**src/rtl/ball_bounce_pkg.sv**
```systemverilog
// ball_bounce_pkg: shared hit codes, FSM states and sizing constants for the ball and the blocks
// Exports: hit_t (NONE/VERT/HORZ/CORNER), state_t (IDLE/RUN/ACK/LOST), PW, HW, HITS_MAX
package ball_bounce_pkg;
    localparam int PW = 12;
    localparam int HW = 9;
    localparam logic [HW-1:0] HITS_MAX = 9'd511;
    typedef enum logic [1:0] {NONE = 2'b00, VERT = 2'b01, HORZ = 2'b10, CORNER = 2'b11} hit_t;
    typedef enum logic [1:0] {IDLE = 2'd0, RUN = 2'd1, ACK = 2'd2, LOST = 2'd3} state_t;
endpackage

```
**src/rtl/ball_bounce_if.sv**
```systemverilog
// ball_bounce_if: control, paddle, block-hit and ball-position signals of the ball
// master: drives i_ani_stb, i_animate, mode, start, hit_block, i_px1, i_px2; reads ball outputs
// slave:  the ball itself; drives o_x/o_y, edges o_x1/o_x2/o_y1/o_y2, col_detected, o_hits, o_lost
interface ball_bounce_if;
    import ball_bounce_pkg::*;
    logic          i_ani_stb;
    logic          i_animate;
    logic          mode;
    logic          start;
    logic [1:0]    hit_block;
    logic [PW-1:0] i_px1;
    logic [PW-1:0] i_px2;
    logic [PW-1:0] o_x;
    logic [PW-1:0] o_y;
    logic [PW-1:0] o_x1;
    logic [PW-1:0] o_x2;
    logic [PW-1:0] o_y1;
    logic [PW-1:0] o_y2;
    logic          col_detected;
    logic [HW-1:0] o_hits;
    logic          o_lost;
    modport master (
        output i_ani_stb, i_animate, mode, start, hit_block, i_px1, i_px2,
        input  o_x, o_y, o_x1, o_x2, o_y1, o_y2, col_detected, o_hits, o_lost
    );
    modport slave (
        input  i_ani_stb, i_animate, mode, start, hit_block, i_px1, i_px2,
        output o_x, o_y, o_x1, o_x2, o_y1, o_y2, col_detected, o_hits, o_lost
    );
endinterface

```
**src/rtl/ball_reflect.sv**
```systemverilog
// ball_reflect: combinational next-direction logic (hit reflection, then walls, then paddle)
// Inputs: hit (already gated to NONE when no new hit), x/y centre, px1/px2 paddle edges, dx/dy
// Outputs: dx_n/dy_n next directions (dx 1=right, dy 1=down)
module ball_reflect
    import ball_bounce_pkg::*;
#(
    parameter int S_SIZE  = 5,
    parameter int D_WIDTH = 640,
    parameter int P_TOP   = 440
) (
    input  hit_t          hit,
    input  logic [PW-1:0] x,
    input  logic [PW-1:0] y,
    input  logic [PW-1:0] px1,
    input  logic [PW-1:0] px2,
    input  logic          dx,
    input  logic          dy,
    output logic          dx_n,
    output logic          dy_n
);
    localparam logic [PW-1:0] LO = PW'(S_SIZE);
    localparam logic [PW-1:0] XHI = PW'(D_WIDTH - 1 - S_SIZE);
    localparam logic [PW-1:0] PY = PW'(P_TOP - S_SIZE);
    logic dx_r, dy_r, on_pad;
    always_comb begin
        dx_r = (hit == HORZ || hit == CORNER) ? ~dx : dx;
        dy_r = (hit == VERT || hit == CORNER) ? ~dy : dy;
        on_pad = dy_r && y == PY && x >= px1 && x <= px2;
        // walls override the reflection on their own axis
        dx_n = x <= LO ? 1'b1 : x >= XHI ? 1'b0 : dx_r;
        dy_n = y <= LO ? 1'b1 : on_pad ? 1'b0 : dy_r;
    end
endmodule

```
**src/rtl/ball_bounce.sv**
```systemverilog
// ball_bounce: ball position/direction FSM with block-hit acknowledge, walls, paddle and miss detect
// Ports: i_clk, i_rst (async, active-high), bus (ball_bounce_if.slave: control in, ball state out)
module ball_bounce
    import ball_bounce_pkg::*;
#(
    parameter int S_SIZE   = 5,
    parameter int IX       = 320,
    parameter int IY       = 400,
    parameter int D_WIDTH  = 640,
    parameter int D_HEIGHT = 480,
    parameter int P_TOP    = 440
) (
    input logic          i_clk,
    input logic          i_rst,
    ball_bounce_if.slave bus
);
    localparam logic [PW-1:0] SX = PW'(S_SIZE);
    localparam logic [PW-1:0] X0 = PW'(IX);
    localparam logic [PW-1:0] Y0 = PW'(IY);
    localparam logic [PW-1:0] YL = PW'(D_HEIGHT - S_SIZE);
    state_t        st, st_n;
    logic [PW-1:0] x, y, x_n, y_n;
    logic          dx, dy, dx_n, dy_n, dx_b, dy_b;
    logic [HW-1:0] hits, hits_n;
    logic          lose, hit_new, mv;
    hit_t          hit_in, hit_g;
    assign hit_in = hit_t'(bus.hit_block);
    assign lose = y >= YL;
    assign mv = bus.i_ani_stb & bus.i_animate;
    // a hit counts only on the RUN->ACK edge; a miss outranks it
    assign hit_new = bus.mode && st == RUN && hit_in != NONE && !lose;
    assign hit_g = hit_new ? hit_in : NONE;
    ball_reflect #(
        .S_SIZE (S_SIZE),
        .D_WIDTH(D_WIDTH),
        .P_TOP  (P_TOP)
    ) u_reflect (
        .hit (hit_g),
        .x   (x),
        .y   (y),
        .px1 (bus.i_px1),
        .px2 (bus.i_px2),
        .dx  (dx),
        .dy  (dy),
        .dx_n(dx_b),
        .dy_n(dy_b)
    );
    always_comb begin
        st_n = st;
        x_n = x;
        y_n = y;
        dx_n = dx;
        dy_n = dy;
        hits_n = hits;
        case (st)
            IDLE: st_n = bus.start ? RUN : IDLE;
            RUN, ACK: begin
                if (lose) begin
                    st_n = LOST;
                end else begin
                    dx_n = dx_b;
                    dy_n = dy_b;
                    // stepping with the new directions keeps walls from wrapping the position
                    x_n = mv ? (dx_b ? x + 12'd1 : x - 12'd1) : x;
                    y_n = mv ? (dy_b ? y + 12'd1 : y - 12'd1) : y;
                    st_n = hit_new ? ACK : (st == ACK && hit_in == NONE) ? RUN : st;
                    hits_n = (hit_new && hits != HITS_MAX) ? hits + 9'd1 : hits;
                end
            end
            LOST: st_n = bus.start ? IDLE : LOST;
            default: st_n = IDLE;
        endcase
        if (!bus.mode) st_n = IDLE;
        // every entry to IDLE reloads the serve position and directions
        if (st_n == IDLE) begin
            x_n = X0;
            y_n = Y0;
            dx_n = 1'b1;
            dy_n = 1'b0;
        end
    end
    always_ff @(posedge i_clk or posedge i_rst) begin
        if (i_rst) begin
            st <= IDLE;
            x <= X0;
            y <= Y0;
            dx <= 1'b1;
            dy <= 1'b0;
            hits <= '0;
        end else begin
            st <= st_n;
            x <= x_n;
            y <= y_n;
            dx <= dx_n;
            dy <= dy_n;
            hits <= hits_n;
        end
    end
    assign bus.o_x = x;
    assign bus.o_y = y;
    assign bus.o_x1 = x - SX;
    assign bus.o_x2 = x + SX;
    assign bus.o_y1 = y - SX;
    assign bus.o_y2 = y + SX;
    assign bus.col_detected = st == ACK;
    assign bus.o_lost = st == LOST;
    assign bus.o_hits = hits;
endmodule

```
**src/flat_wrapper.sv**
```systemverilog
// flat-port wrapper written by rule: the top's interface ports become plain ports
module ball_bounce_flat import ball_bounce_pkg::*;
#(
    parameter int S_SIZE   = 5,
    parameter int IX       = 320,
    parameter int IY       = 400,
    parameter int D_WIDTH  = 640,
    parameter int D_HEIGHT = 480,
    parameter int P_TOP    = 440
)
  (i_clk, i_rst, bus_i_ani_stb, bus_i_animate, bus_mode, bus_start, bus_hit_block, bus_i_px1, bus_i_px2, bus_o_x, bus_o_y, bus_o_x1, bus_o_x2, bus_o_y1, bus_o_y2, bus_col_detected, bus_o_hits, bus_o_lost);
  ball_bounce_if bus_i ();
  input logic i_clk;
  input logic i_rst;
  input wire logic [$bits(bus_i.i_ani_stb)-1:0] bus_i_ani_stb;
  input wire logic [$bits(bus_i.i_animate)-1:0] bus_i_animate;
  input wire logic [$bits(bus_i.mode)-1:0] bus_mode;
  input wire logic [$bits(bus_i.start)-1:0] bus_start;
  input wire logic [$bits(bus_i.hit_block)-1:0] bus_hit_block;
  input wire logic [$bits(bus_i.i_px1)-1:0] bus_i_px1;
  input wire logic [$bits(bus_i.i_px2)-1:0] bus_i_px2;
  output wire logic [$bits(bus_i.o_x)-1:0] bus_o_x;
  output wire logic [$bits(bus_i.o_y)-1:0] bus_o_y;
  output wire logic [$bits(bus_i.o_x1)-1:0] bus_o_x1;
  output wire logic [$bits(bus_i.o_x2)-1:0] bus_o_x2;
  output wire logic [$bits(bus_i.o_y1)-1:0] bus_o_y1;
  output wire logic [$bits(bus_i.o_y2)-1:0] bus_o_y2;
  output wire logic [$bits(bus_i.col_detected)-1:0] bus_col_detected;
  output wire logic [$bits(bus_i.o_hits)-1:0] bus_o_hits;
  output wire logic [$bits(bus_i.o_lost)-1:0] bus_o_lost;
  assign bus_i.i_ani_stb = bus_i_ani_stb;
  assign bus_i.i_animate = bus_i_animate;
  assign bus_i.mode = bus_mode;
  assign bus_i.start = bus_start;
  assign bus_i.hit_block = bus_hit_block;
  assign bus_i.i_px1 = bus_i_px1;
  assign bus_i.i_px2 = bus_i_px2;
  assign bus_o_x = bus_i.o_x;
  assign bus_o_y = bus_i.o_y;
  assign bus_o_x1 = bus_i.o_x1;
  assign bus_o_x2 = bus_i.o_x2;
  assign bus_o_y1 = bus_i.o_y1;
  assign bus_o_y2 = bus_i.o_y2;
  assign bus_col_detected = bus_i.col_detected;
  assign bus_o_hits = bus_i.o_hits;
  assign bus_o_lost = bus_i.o_lost;
  ball_bounce #(.S_SIZE(S_SIZE), .IX(IX), .IY(IY), .D_WIDTH(D_WIDTH), .D_HEIGHT(D_HEIGHT), .P_TOP(P_TOP)) u_core (.i_clk(i_clk), .i_rst(i_rst), .bus(bus_i));
endmodule
```
**config.mk**
```make
export PLATFORM = sky130hd
export DESIGN_NAME = ball_bounce_flat
export DESIGN_NICKNAME = d
export VERILOG_FILES = /design/src/rtl/ball_bounce_pkg.sv /design/src/rtl/ball_bounce_if.sv /design/src/rtl/ball_reflect.sv /design/src/rtl/ball_bounce.sv /design/src/flat_wrapper.sv
export SDC_FILE = /design/constraint.sdc
export NUM_CORES = 1
export LEC_CHECK = 0
export CORE_ASPECT_RATIO = 1.4
export CORE_MARGIN = 2
export CORE_UTILIZATION = 40
export DETAILED_ROUTE_END_ITERATION = 10
export GPL_TIMING_DRIVEN = 0
export PLACE_DENSITY = 0.69
export SLEW_MARGIN = 20
export SYNTH_ARGS = -nofsm -noshare
export SYNTH_HDL_FRONTEND = slang
export SYNTH_HIERARCHICAL = 1
export SYNTH_SLANG_ARGS = --single-unit
```
**constraint.sdc**
```tcl
create_clock -name i_clk -period 11.1 [get_ports i_clk]
set_input_delay 2.22 -clock i_clk [delete_from_list [all_inputs] [get_ports i_clk]]
set_output_delay 2.22 -clock i_clk [all_outputs]
set_load 0.03 [all_outputs]
```
=== Word-level counts from Yosys, hierarchy flattened ===
Cells that the tools add are included.

* Add/sub/neg operators: 9
* Magnitude comparators: 6
* Equal/unequal tests: 9
* Muxes and demuxes: 30
* Bitwise logic cells: 4
* Reductions and logical operators: 21

{| class="wikitable"
|+ Operators with widths
! operator !! number
|-
| $mux 12 || 10
|-
| $add 12x1->12 const B || 2
|-
| $add 12x3->12 const B || 2
|-
| $le 12x3->1 const B || 2
|-
| $sub 12x1->12 const B || 2
|-
| $sub 12x3->12 const B || 2
|-
| $mux 1 || 13
|-
| $eq 12x9->1 const B || 1
|-
| $ge 12x10->1 const B || 1
|-
| $ge 12x12->1 || 1
|-
| $ge 12x9->1 const B || 1
|-
| $le 12x12->1 || 1
|-
| $mux 2 || 6
|-
| $add 9x1->9 const B || 1
|-
| $ne 9x9->1 const B || 1
|-
| $eq 2x2->1 const B || 4
|-
| $logic_and 1x1->1 || 8
|-
| $logic_not 2->1 || 3
|-
| $pmux 2 s3 || 1
|-
| $reduce_and 3->1 || 2
|-
| $reduce_bool 2->1 || 3
|-
| $eq 2x1->1 const B || 2
|-
| $not 1->1 || 3
|-
| $logic_or 1x1->1 || 2
|-
| 5 further kinds || 5
|}

* Flip-flop bits (word level): 37
* Input bits: 32
* Output and inout bits: 83

=== Logic depth before layout (Yosys ltp) ===
* Word-level depth: 18
* Gate-level depth with buffers: 17

=== By module ===
Netlist, hierarchy kept.

{| class="wikitable"
|+ By module, submodules not included
! module !! instances !! cells each !! area an instance (um^2) !! seq. area each (um^2)
|-
| ball_bounce || 1 || 416 || 3389.5 || 933.4
|-
| ball_reflect || 1 || 103 || 721.9 || 0.0
|}

=== Worst setup path before layout ===
No wires, ideal clock.

* Kind: in2reg
* Start point: in bus_i_px2[9]
* End point: reg u_core.y[10], in the netlist u_core/bus.o_y[10]
* Setup time: 0.126 ns
* Data arrival time: 5.036 ns
* Required time: 10.974 ns
* Slack: 5.938 ns
* Stages: 15
* Path buffers: 0
* Cell sequence: inv_1 > ha_1 > a21o_1 > a21o_1 > a21oi_1 > a21oi_1 > o31a_1 > inv_1 > ha_1 > nor2b_1 > o21a_1 > o21ai_0 > a21oi_1 > o2111a_1 > a221o_1

* Cells in the longest elaborated chain, start to end: 9

{| class="wikitable"
|+ Ends and longest elaborated chain
! what !! line !! text
|-
| from (decl) || flat_wrapper.sv:21 || <nowiki>input wire logic [$bits(bus_i.i_px2)-1:0] bus_i_px2;</nowiki>
|-
| $le 12x12->1 || ball_reflect.sv:28 || <nowiki>on_pad = dy_r && y == PY && x >= px1 && x <= px2;</nowiki>
|-
| $logic_and 1x1->1 || ball_reflect.sv:28 ||
|-
| $mux 1 (2 in series) || ball_reflect.sv:31 || <nowiki>dy_n = y <= LO ? 1'b1 : on_pad ? 1'b0 : dy_r;</nowiki>
|-
| named net u_core.dy_b || ball_bounce.sv:23 || <nowiki>logic dx, dy, dx_n, dy_n, dx_b, dy_b;</nowiki>
|-
| $mux 12 (2 in series) || ball_bounce.sv:65 || <nowiki>y_n = mv ? (dy_b ? y + 12'd1 : y - 12'd1) : y;</nowiki>
|-
| $mux 12 || ball_bounce.sv:58 || <nowiki>if (lose) begin</nowiki>
|-
| $mux 12 || ball_bounce.sv:55 || <nowiki>case (st)</nowiki>
|-
| $mux 12 || ball_bounce.sv:75 || <nowiki>if (st_n == IDLE) begin</nowiki>
|-
| to (signal assigned) || ball_bounce.sv:93 || <nowiki>y <= y_n;</nowiki>
|-
| to (decl) || ball_bounce.sv:22 || <nowiki>logic [PW-1:0] x, y, x_n, y_n;</nowiki>
|}

The timed path passes the listed nets, and every way through them passes these cells. The select of a mux whose other input is x is not followed.
A chain may end at the register's enable or synchronous reset.

=== Worst setup path in the final report ===
* Start point: in bus_i_px1[2]
* End point: reg u_core.y[10], in the netlist u_core/bus.o_y[10]

* Cells in the longest elaborated chain, start to end: 10

{| class="wikitable"
|+ Ends and longest elaborated chain
! what !! line !! text
|-
| from (decl) || flat_wrapper.sv:20 || <nowiki>input wire logic [$bits(bus_i.i_px1)-1:0] bus_i_px1;</nowiki>
|-
| $ge 12x12->1 || ball_reflect.sv:28 ||
|-
| $logic_and 1x1->1 (2 in series) || ball_reflect.sv:28 ||
|-
| $mux 1 (2 in series) || ball_reflect.sv:31 ||
|-
| named net u_core.dy_b || ball_bounce.sv:23 ||
|-
| $mux 12 (2 in series) || ball_bounce.sv:65 ||
|-
| $mux 12 || ball_bounce.sv:58 ||
|-
| $mux 12 || ball_bounce.sv:55 ||
|-
| $mux 12 || ball_bounce.sv:75 ||
|}

The timed path passes the listed nets, and every way through them passes these cells. The select of a mux whose other input is x is not followed.

==> summary.txt <==
status: completed
Leak: 2.47 nW
Die Span Y: 124 um
Die W: 89.7 um
f_max: 160 MHz
final hold viol count: 0
Avg Cell Area, Syn: 7.92 um^2
Net Count, Synth: 607
commonest non-fill, non-tap cell in the layout: clkdlybuf4s50_1
pwr dens: 73.5 nW/um^2
Switching Fraction: 32.7%
multi-input logic area: 2910 um^2
Reg power frac: 36.4%
Crit path required time: 11270 ps
Syn Inst Count: 519
HPWL after detailed placement: 9530 um
main flop type after synthesis: dfrtp_1
Crit path arrival time: 6420 ps
Slew HR: 43.2%
# fillers: 953
vias: 4185
Root Buffer: clkbuf_16
initial antenna violation count: 0
Die Area: 11100 um^2
Final period util: 56.3%
Hold Crit Depth: 2
NetSw: 0.134 mW
FFs w/ async S/R, synth: 100%
Critical Path Source Type: primary input
largest net degree at the start of global routing: 29
warnings from Yosys: 6
Mapped Area: 4110 um^2
Synth Area in Compound Gates: 16.6%
min-delay worst type: register to register
Period minus WS final: 6250 ps
later-pin clock latency in the skew report: 290 ps
post-CTS setup buffers: 0
largest family of logic cells by synthesized area: simple AND/OR/NAND/NOR gates
placed cells: 769
adder-cell share of the synthesized area: 17.4%
Synth Area in Simple Gates: 23.1%
first-pass GRT wire length: 19900 um
post-route cell area: 5580 um^2
antenna cells: 0
clock buffer count from CTS: 5
post-route ant nets: 0
DRT Wirelength: 12400 um
DR WL/cell: 15.9 um
RSZ-0062 raised after global routing: no
Synth Area in XOR/XNOR: 12.8%
Yosys reg bits: 37
TritonRoute pass-1 iters: 4
synth unique cells: 57
setup_tns: 0 ps
Final setup viols: 0
area of the core: 9950 um^2
R2R depth: 17
Clock Sinks: 37
Sequential Area: 933 um^2
number of global-route vias before repair: 4313
Tightest Pin Transition: 852 ps
layout cells sized above 1: 5.30%
max-slew violation count: 0
Cell Int Power: 0.276 mW
Final Util: 56.1%
GR Util All Layers: 22.8%
DRC viols: 0
Final GP Congestion: 0.912
Starting Density: 41.3%
vias per inst: 5.39
Post-synth EDFFs: 0
non-filler instance count after layout: 777
htree depth: 2
Worst-path clk slew: 60 ps
standard-cell row count: 43
Initial DRC Count: 182
CTS tree: done
DP Area: 5440 um^2
worst setup path class: primary input to register
# Max-Cap Violations: 0
clk buf depth: 2
post-CTS sizing: 0
# IOs: 115
nets: 729
sequential element share of the synthesized area: 22.7%
peak supply drop: 0.0000820 V
GRT Residual Overflow: 0
clock share of power: 34.2%
combinational fraction of design power: 29.4%
hold buffers post-CTS: 0
port bufs: 114
crit-path max FO: 11
P&R area growth vs syn: 35.7%
skew final: 2.40 ps
post-synthesis mux area share: 1.03%
commonest cells after routing, fill and taps aside: clkdlybuf4s50_1 (114), nand2_1 (55), ha_1 (54)
CP Capture Type: register
-- power by group through the flow --
stage	clock (mW)	sequential (mW)	combinational (mW)
6_report	0.140	0.149	0.121
5_1_grt	0.148	0.151	0.132
4_1_cts	0.143	0.149	0.121
3_5_place_dp	0	0.152	0.120
3_3_place_gp	0	0.151	0.116
2_1_floorplan	0	0.160	0.0646
-- critical path: stages --
cell and delay, ps:
clkdlybuf4s50_1 460, inv_1 40, ha_1 280, a21oi_1 140, o21ai_1 80, a221oi_1 430, o31a_1 240, o31a_1 380
inv_1 320, ha_1 410, nor2b_1 170, o21a_1 180, o21ai_0 380, a21oi_1 170, o2111a_1 260, a221o_1 250
-- layer usage --
| layer | GRT usage (%) | up-vias | wire (um) |
|---|---|---|---|
| met5 | 0 | - | 0 |
| met2 | 43.5 | 130 | 6580 |
| met1 | 25.1 | 1973 | 4930 |
| met4 | 8.12 | 0 | 230 |
| met3 | 2.78 | 15 | 645 |
| li1 | - | 2067 | - |
-- logic make-up after synthesis --
group / Yosys count
adder cells (fa/ha/maj): 56
XOR/XNOR: 60
AO/OA/AOI/OAI: 105
multiplexers: 4
AND/OR/NAND/NOR: 192
flip-flops: 37
buffers and inverters: 65
-- cell usage after synthesis, types with 6 or more instances --
cell | count | share of area, %
nand2_1 | 55 | 5.0
ha_1 | 54 | 16
nor2_1 | 46 | 4.2
inv_1 | 42 | 3.8
xnor2_1 | 41 | 8.7
a21oi_1 | 36 | 4.4
dfrtp_1 | 31 | 19
nand3_1 | 19 | 2.3
xor2_1 | 19 | 4.0
o21ai_0 | 18 | 2.2
nor3_1 | 17 | 2.1
clkbuf_1 | 15 | 1.4
nand4_1 | 10 | 1.5
o211ai_1 | 10 | 1.8
a21o_1 | 9 | 1.6
nor2b_1 | 8 | 1.2
and3_1 | 6 | 0.91
dfstp_2 | 6 | 3.8
-- registers in the layout (all words and copies together) (netlist names) --
signal / flops
u_core/bus.o_x: 12
u_core/dy: 1
u_core/dx: 1
u_core/bus.o_hits: 9
u_core/st: 2
u_core/bus.o_y: 12
-- per-stage QoR --
step	hold slack, ps	worst slack, ps	power, mW
2_1_floorplan	479	5940	0.225
3_3_place_gp	485	4600	0.268
3_5_place_dp	499	4550	0.271
4_1_cts	508	4840	0.413
5_1_grt	531	4720	0.431
6_report	505	4850	0.410
-- final timing paths --
path	startpoint	end	slack, ps
worst max-delay path	bus_i_px1[2]	u_core/bus.o_y[10]	4850
min in group asynchronous	i_rst	u_core/bus.o_x[5]	2180
worst min-delay path	u_core/dx	u_core/dx	500
worst min register to register	u_core/dx	u_core/dx	500
max in group asynchronous	i_rst	u_core/bus.o_x[6]	8410
worst max register to register	u_core/bus.o_y[7]	u_core/bus.o_x[11]	6150
-- area by class of cell --
class                   count  area share, %
well taps                 135           3.03
multi-input cells         417           52.2
clock buffers               6           2.31
inverters                  42           2.83
clock inverters             2          0.179
plain buffers              23           1.93
flip-flops and latches     37           16.7
repair buffers            115           20.8
No activity file was read; power rests on OpenSTA's default activity.
